### src/rtl/fetch_ctrl_if.sv
// Handshake bundle between the EX-stage decoder and the fetch controller.
// master drives the decoded instruction class; slave returns the fetch controls.
interface fetch_ctrl_if;
    logic        valid_EX;
    logic        is_branch_EX;
    logic        taken_EX;
    logic        is_jump_EX;
    logic        is_jr_EX;
    logic        is_muldiv_EX;
    logic        reads_hilo_EX;
    logic        imem_ready;
    logic [1:0]  pc_src;
    logic        stall;
    logic        flush_EX;
    logic        muldiv_start;
    logic        muldiv_busy;
    logic        muldiv_done;
    logic [15:0] stall_count;

    modport master (
        output valid_EX, is_branch_EX, taken_EX, is_jump_EX, is_jr_EX,
               is_muldiv_EX, reads_hilo_EX, imem_ready,
        input  pc_src, stall, flush_EX, muldiv_start, muldiv_busy,
               muldiv_done, stall_count
    );

    modport slave (
        input  valid_EX, is_branch_EX, taken_EX, is_jump_EX, is_jr_EX,
               is_muldiv_EX, reads_hilo_EX, imem_ready,
        output pc_src, stall, flush_EX, muldiv_start, muldiv_busy,
               muldiv_done, stall_count
    );
endinterface

### src/rtl/fetch_ctrl.sv
// Fetch/EX pipeline controller: stall and PC-source selection, mult/div
// sequencing with HI/LO hazard stalls, wrong-path squash and a stall counter.
//
// state  | meaning
// -------+-----------------------------------------------
// RUN    | HI/LO unit idle, mult/div may be launched
// MULDIV | HI/LO unit busy, counter counts down to 0
module fetch_ctrl #(
    parameter int MULDIV_CYCLES = 32,
    parameter int CNT_W         = 6,
    parameter int DELAY_SLOT    = 1
) (
    input  logic         clk,
    input  logic         rst,
    fetch_ctrl_if.slave  bus
);

    typedef enum logic {
        RUN    = 1'b0,
        MULDIV = 1'b1
    } state_t;

    state_t             state_q, state_d;
    logic [CNT_W-1:0]   cnt_q, cnt_d;
    logic               flush_q;
    logic               done_q, done_d;
    logic [15:0]        stall_cnt_q;

    logic               busy;
    logic               hz;
    logic               stall;
    logic [1:0]         pc_src;
    logic               redirect;
    logic               start;

    // All combinational controls are forced low while reset is asserted.
    always_comb begin
        busy     = (state_q == MULDIV);
        hz       = bus.valid_EX & (bus.reads_hilo_EX | bus.is_muldiv_EX) & busy;
        stall    = rst & (~bus.imem_ready | hz);
        pc_src   = 2'd0;
        if (rst && !stall && bus.valid_EX) begin
            if (bus.is_jr_EX)
                pc_src = 2'd3;
            else if (bus.is_jump_EX)
                pc_src = 2'd2;
            else if (bus.is_branch_EX && bus.taken_EX)
                pc_src = 2'd1;
        end
        redirect = ~stall & bus.valid_EX & (pc_src != 2'd0);
        start    = rst & ~stall & bus.valid_EX & bus.is_muldiv_EX;
    end

    always_comb begin
        state_d = state_q;
        cnt_d   = cnt_q;
        done_d  = 1'b0;
        case (state_q)
            RUN: begin
                if (start) begin
                    state_d = MULDIV;
                    cnt_d   = CNT_W'(MULDIV_CYCLES - 1);
                end
            end
            MULDIV: begin
                cnt_d  = cnt_q - CNT_W'(1);
                done_d = (cnt_q == CNT_W'(1));
                if (cnt_q == '0) begin
                    state_d = RUN;
                    cnt_d   = '0;
                end
            end
            default: begin
                state_d = RUN;
                cnt_d   = '0;
            end
        endcase
    end

    always_ff @(posedge clk or negedge rst) begin
        if (!rst) begin
            state_q     <= RUN;
            cnt_q       <= '0;
            flush_q     <= 1'b0;
            done_q      <= 1'b0;
            stall_cnt_q <= 16'd0;
        end else begin
            state_q <= state_d;
            cnt_q   <= cnt_d;
            done_q  <= done_d;
            flush_q <= (DELAY_SLOT == 0) && redirect;
            if (stall && (stall_cnt_q != 16'hFFFF))
                stall_cnt_q <= stall_cnt_q + 16'd1;
        end
    end

    assign bus.pc_src       = pc_src;
    assign bus.stall        = stall;
    assign bus.flush_EX     = flush_q;
    assign bus.muldiv_start = start;
    assign bus.muldiv_busy  = busy;
    assign bus.muldiv_done  = done_q;
    assign bus.stall_count  = stall_cnt_q;

endmodule

### src/flat_wrapper.sv
// flat-port wrapper written by rule: the top's interface ports become plain ports
module fetch_ctrl_flat 
#(
    parameter int MULDIV_CYCLES = 32,
    parameter int CNT_W         = 6,
    parameter int DELAY_SLOT    = 1
)
  (clk, rst, bus_valid_EX, bus_is_branch_EX, bus_taken_EX, bus_is_jump_EX, bus_is_jr_EX, bus_is_muldiv_EX, bus_reads_hilo_EX, bus_imem_ready, bus_pc_src, bus_stall, bus_flush_EX, bus_muldiv_start, bus_muldiv_busy, bus_muldiv_done, bus_stall_count);
  fetch_ctrl_if bus_i ();
  input  logic clk;
  input  logic rst;
  input wire logic [$bits(bus_i.valid_EX)-1:0] bus_valid_EX;
  input wire logic [$bits(bus_i.is_branch_EX)-1:0] bus_is_branch_EX;
  input wire logic [$bits(bus_i.taken_EX)-1:0] bus_taken_EX;
  input wire logic [$bits(bus_i.is_jump_EX)-1:0] bus_is_jump_EX;
  input wire logic [$bits(bus_i.is_jr_EX)-1:0] bus_is_jr_EX;
  input wire logic [$bits(bus_i.is_muldiv_EX)-1:0] bus_is_muldiv_EX;
  input wire logic [$bits(bus_i.reads_hilo_EX)-1:0] bus_reads_hilo_EX;
  input wire logic [$bits(bus_i.imem_ready)-1:0] bus_imem_ready;
  output wire logic [$bits(bus_i.pc_src)-1:0] bus_pc_src;
  output wire logic [$bits(bus_i.stall)-1:0] bus_stall;
  output wire logic [$bits(bus_i.flush_EX)-1:0] bus_flush_EX;
  output wire logic [$bits(bus_i.muldiv_start)-1:0] bus_muldiv_start;
  output wire logic [$bits(bus_i.muldiv_busy)-1:0] bus_muldiv_busy;
  output wire logic [$bits(bus_i.muldiv_done)-1:0] bus_muldiv_done;
  output wire logic [$bits(bus_i.stall_count)-1:0] bus_stall_count;
  assign bus_i.valid_EX = bus_valid_EX;
  assign bus_i.is_branch_EX = bus_is_branch_EX;
  assign bus_i.taken_EX = bus_taken_EX;
  assign bus_i.is_jump_EX = bus_is_jump_EX;
  assign bus_i.is_jr_EX = bus_is_jr_EX;
  assign bus_i.is_muldiv_EX = bus_is_muldiv_EX;
  assign bus_i.reads_hilo_EX = bus_reads_hilo_EX;
  assign bus_i.imem_ready = bus_imem_ready;
  assign bus_pc_src = bus_i.pc_src;
  assign bus_stall = bus_i.stall;
  assign bus_flush_EX = bus_i.flush_EX;
  assign bus_muldiv_start = bus_i.muldiv_start;
  assign bus_muldiv_busy = bus_i.muldiv_busy;
  assign bus_muldiv_done = bus_i.muldiv_done;
  assign bus_stall_count = bus_i.stall_count;
  fetch_ctrl #(.MULDIV_CYCLES(MULDIV_CYCLES), .CNT_W(CNT_W), .DELAY_SLOT(DELAY_SLOT)) u_core (.clk(clk), .rst(rst), .bus(bus_i));
endmodule
### config.mk
export PLATFORM = sky130hd
export DESIGN_NAME = fetch_ctrl_flat
export DESIGN_NICKNAME = d
export VERILOG_FILES = /design/src/rtl/fetch_ctrl_if.sv /design/src/rtl/fetch_ctrl.sv /design/src/flat_wrapper.sv
export SDC_FILE = /design/constraint.sdc
export NUM_CORES = 1
export LEC_CHECK = 0
export BUFFER_PORTS_ARGS = -buffer_cell sky130_fd_sc_hd__buf_2
export CAP_MARGIN = 20
export CORE_ASPECT_RATIO = 0.7
export CORE_MARGIN = 2
export CORE_UTILIZATION = 35
export CTS_CLUSTER_SIZE = 30
export DETAILED_ROUTE_END_ITERATION = 10
export GPL_ROUTABILITY_DRIVEN = 1
export GPL_TIMING_DRIVEN = 0
export PLACE_DENSITY = 0.55
export SKIP_CTS_REPAIR_TIMING = 1
export SLEW_MARGIN = 20
export SYNTH_ARGS = -nofsm -noshare
export SYNTH_HDL_FRONTEND = slang
export SYNTH_SLANG_ARGS = --single-unit
### constraint.sdc
create_clock -name clk -period 2.71 [get_ports clk]
set_clock_uncertainty 0.2 [all_clocks]
set_input_delay 0.271 -clock clk [delete_from_list [all_inputs] [get_ports clk]]
set_output_delay 0.271 -clock clk [all_outputs]
set_load 0.05 [all_outputs]
# After elaboration in Yosys (flattened, before gate mapping)
# Index checks and enable logic that the tools add are counted.
# op_classes
n_mux,11
n_addsub,2
div,0
bitwise,11
n_eq_ne,3
n_shift,0
reduce_logical,6
mul,0
order_cmp,0
# ops
cell,n
"16-bit by 1-bit adder with 16-bit output, second input constant",1
"16-bit != test, second input constant",1
6-bit 2-to-1 mux,2
6-bit case mux with 2 select lines,1
1-bit AND,6
"6-bit by 1-bit == test with 1-bit output, second input constant",1
6-bit logical NOT,1
2-bit 2-to-1 mux,3
"6-bit by 1-bit subtractor with 6-bit output, second input constant",1
1-bit logical AND,4
1-bit 2-to-1 mux,4
1-bit inverter,3
"2-bit != test, second input constant",1
1-bit bitwise OR,2
1-bit case mux with 2 select lines,1
1-bit logical NOT,1
# totals
latch_bits,0
register_bits,24
memories,0
ram_bits,0
wordCells,37
output_inout_bits,23
input_bits,10
romBits,0

# Depth between registers and ports, before layout
# depth
depth_word,11
ltp_mapped,6
mapped_depth_nobuf,6

# Least setup slack after synthesis
# OpenSTA, ideal clock, no wires.
# synth_timing
path_type,flip-flop to flip-flop
from,register u_core.stall_cnt_q[0] (netlist: u_core.bus.stall_count[0])
to,register u_core.stall_cnt_q[1] (netlist: u_core.bus.stall_count[1])
stages_incl_launch_ff,6
t_required_ps,2385
t_arrival_ps,1920
n_path_buf,0
synth_period_minus_slack_ps,2245
path_slack_ps,465
setup_time_ps,125
cell_sequence,dfrtp_1 ha_1 nand4_1 nor4_4 nor2_2 mux2_4
# synth_via
elab_chain_cells,2
word_cells_on_any_way,3
classes_between,add/sub (1); eq/ne (1); reduce/logical (1)
# synth_rtl
item,line,text
start: declaration,fetch_ctrl.sv:27,logic [15:0] stall_cnt_q;
start signal: assignment,fetch_ctrl.sv:93,stall_cnt_q <= stall_cnt_q + 16'd1;
"parallel branches: the longest is 2 deep, another holds 16-bit by 1-bit adder with 16-bit output",n/a,
# Parallel ways; which one is timed is not known.
# A chain may end at the register's enable or synchronous reset.

# Worst setup path in the final report
# layout_timing
from,input port rst
to,output port bus_muldiv_start
# layout_via
elab_chain_cells,5
# layout_rtl
item,line,text
start: declaration,flat_wrapper.sv:11,input logic rst;
1-bit AND,fetch_ctrl.sv:40,stall = rst & (~bus.imem_ready | hz);
1-bit inverter,n/a,
1-bit AND (*) (3 in series),fetch_ctrl.sv:51,start = rst & ~stall & bus.valid_EX & bus.is_muldiv_EX;
end: declaration,flat_wrapper.sv:23,output wire logic [$bits(bus_i.muldiv_start)-1:0] bus_muldiv_start;
# Mark *: on every way between the ends. The rest lies on a longest branch, timed or not.

==> run summary <==
Status: finished, final reports clean
DP HPWL: 2067 µm
Yosys reg bits: 24
Reg2Reg Setup Slack: 0.57 ns
Synthesized Nets: 143
Crit path to: bus_muldiv_start
Critical Path AT: 1.94 ns
Placed insts: 210
Iteration-0 DRC Markers: 102
Post-route DRC violation count: 0
Cell variety after synth: 41
Height of the die: 55.53 µm
Critical path launch point type: primary input
Number of antenna diodes: 0
Max frequency: 0.4139 GHz
Crit Path Max Fanout: 8
Per-cell routed wire length: 12.91 µm
Tightest Pin Transition: 0.5809 ns
Gate Count Post-Synth: 129
Synth Warn #: 0
Critical path capture point type: output port
Post-synth top area share: 45.24%
RSZ-0062 raised after global routing: false
Setup_tns: 0 ns
Slew headroom: 60.98%
Final Net Count: 181
Longest Clk Path Bufs: 2
Cell taking the most area after synthesis: dfrtp_1
Core area: 3581 µm²
Crit path time final: 2.416 ns
Antenna Violating Nets Remaining: 0
Vias: 1109
Via density: 5.134
Number of global-route vias before repair: 1029
Power density over cell area: 968.8 nW/µm²
Synth top cells by count: dfrtp_1, xor2_1, nand3_1, nor2_1, nor3_1
I/O pins: 33
Leak Pwr: 0.7822 nW
First-pass GRT wire length: 4843 µm
Syn avg cell area: 10.29 µm²
Worst Setup Slack, final: 0.2941 ns
Share of flip-flops with an asynchronous set or reset: 100.0%
CTS root buf: clkbuf_8
Most used cell, CP: buf_2
Max-Cap Viols: 0
Sequential fraction of the synthesis area: 45.24%
Initial antenna violation count: 0
Area of the die: 4309 µm²
Die W: 77.61 µm
H-tree lvl count: 1
Register clock-pin slew on the reported worst setup and hold paths: 0.09 ns
Length of the first detailed-routing pass in iterations: 4
Synth Cell Area: 1328 µm²
Port Buffers: 31
HP Class: primary input to register
WP data required: 2.24 ns
Critical path's largest stage delay: 0.52 ns
Kind of critical path: primary input to output port
Worst reg2reg startpoint: u_core.bus.stall_count[0]$_DFFE_PN0P_
Most numerous cell in the Yosys netlist: dfrtp_1
EDFF count, synth: 0
Maximum VDD drop: 0.6985 mV
Reg2reg end: u_core.bus.stall_count[1]$_DFFE_PN0P_
Total global-route track usage: 13.74%
Non-Filler Instances: 216
CTS Buf Count: 3
CTS tree: yes
Clk Latency, worst-skew pair: 0.26 ns
Count of final setup violators: 0
Final Util: 45.53%
Fin. max-slew vios: 0
Rows: 18
Count of final hold-check violations: 0
Clock Sinks: 24
Fill cell count: 340
Share of layout cells above drive strength 1: 28.31%
Initial Utilization: 37.07%
Critical path origin: rst
Critical path, cell by cell: dlygate4sd3_1 -> buf_2 -> nand3_1 -> nor3b_2 -> buf_2
Gpl congestion: 0.8064
GRT overflow: 0
Layout area overhead: 22.81%
Drt total wl: 2788 µm
Pre-CTS setup slack: 0.4012 ns
FF-to-FF path depth: 5
Dominant cells by area after synthesis: dfrtp_1, xor2_1, ha_1, nand3_1, nor3_1
Slowest-stage cell, CP: dlygate4sd3_1
Final Power: 1.579 mW
Final period utilization: 89.15%
Largest net degree at the start of global routing: 27
Top_reg_cell synth: dfrtp_1
==> logic make-up after synthesis <==
group           count (synthesis)  share of synthesized area [%]
other cells                     1                         0.2825
buf+inv                        10                          3.204
fa+ha+maj                       4                          3.770
flops                          24                          45.24
compound gates                 15                          8.765
xor+xnor                       16                          10.56
mux                             1                          1.131
simple gates                   58                          27.05
==> metal layers <==
metal,GRT usage (%),vias up,routed length [µm]
met5,0,-,0
li1,-,534,-
met4,1.786,0,10
met3,4.575,2,188
met2,18.72,47,1125
met1,21.32,526,1464
==> stage by stage <==
| step | hold WS (ns) | instance area (µm²) |
|---|---|---|
| after floorplan | -0.2246 | 1328 |
| after detailed placement | 0.1047 | 1545 |
| after CTS | -0.1887 | 1600 |
| final | 0.2883 | 1630 |
| after global placement | 0.1057 | 1545 |
| after global routing | 0.3292 | 1630 |
==> where the power goes <==
| part | switching (mW) | internal [mW] |
|---|---|---|
| Clock | 0.112 | 0.130 |
| Sequential | 0.155 | 0.467 |
| Combinational | 0.477 | 0.239 |
==> worst min-delay path by stage <==
stage                           from                                     end  cells past startpoint
floorplan                        rst        u_core.bus.muldiv_busy$_DFF_PN0_                      0
detailed placement               rst   u_core.bus.stall_count[1]$_DFFE_PN0P_                      1
CTS                              rst  u_core.bus.stall_count[10]$_DFFE_PN0P_                      1
global placement                 rst   u_core.bus.stall_count[0]$_DFFE_PN0P_                      1
finish                  bus_valid_EX             u_core.cnt_q[3]$_DFFE_PN0P_                      5
global route        bus_is_muldiv_EX             u_core.cnt_q[3]$_DFFE_PN0P_                      4
==> critical path: cells and delay by family <==
| family | cells | cell delay [ns] |
|---|---|---|
| AND/OR/NAND/NOR | 2 | 0.61 |
| buffers and inverters | 3 | 1.07 |
==> cell type report <==
| class | instances | area, µm² | area share, % |
|---|---|---|---|
| Inverter | 7 | 26.28 | 1.612 |
| Tap cell | 50 | 62.56 | 3.837 |
| Multi-Input combinational cell | 95 | 684.4 | 41.98 |
| Sequential cell | 24 | 600.6 | 36.84 |
| Clock buffer | 4 | 55.05 | 3.377 |
| Buffer | 3 | 16.27 | 0.9977 |
| Timing Repair Buffer | 33 | 185.2 | 11.36 |
==> cell usage in the layout (no fill, tap or decap), drive strengths merged, types with 4 or more instances in the layout <==
cell	instances
xor2	12
nor3	8
xnor2	4
ha	4
dfrtp	24
inv	7
o22ai	4
nand4	4
nand2	7
clkbuf	4
nor4	6
nor2	10
buf	35
nand3	9
==> flip-flops by register name, summed over array words and instances (netlist names) <==
name / count
u_core.cnt_q: 6
u_core.bus.muldiv_done: 1
u_core.bus.muldiv_busy: 1
u_core.bus.stall_count: 16
Power figures use the tool's default switching activity.
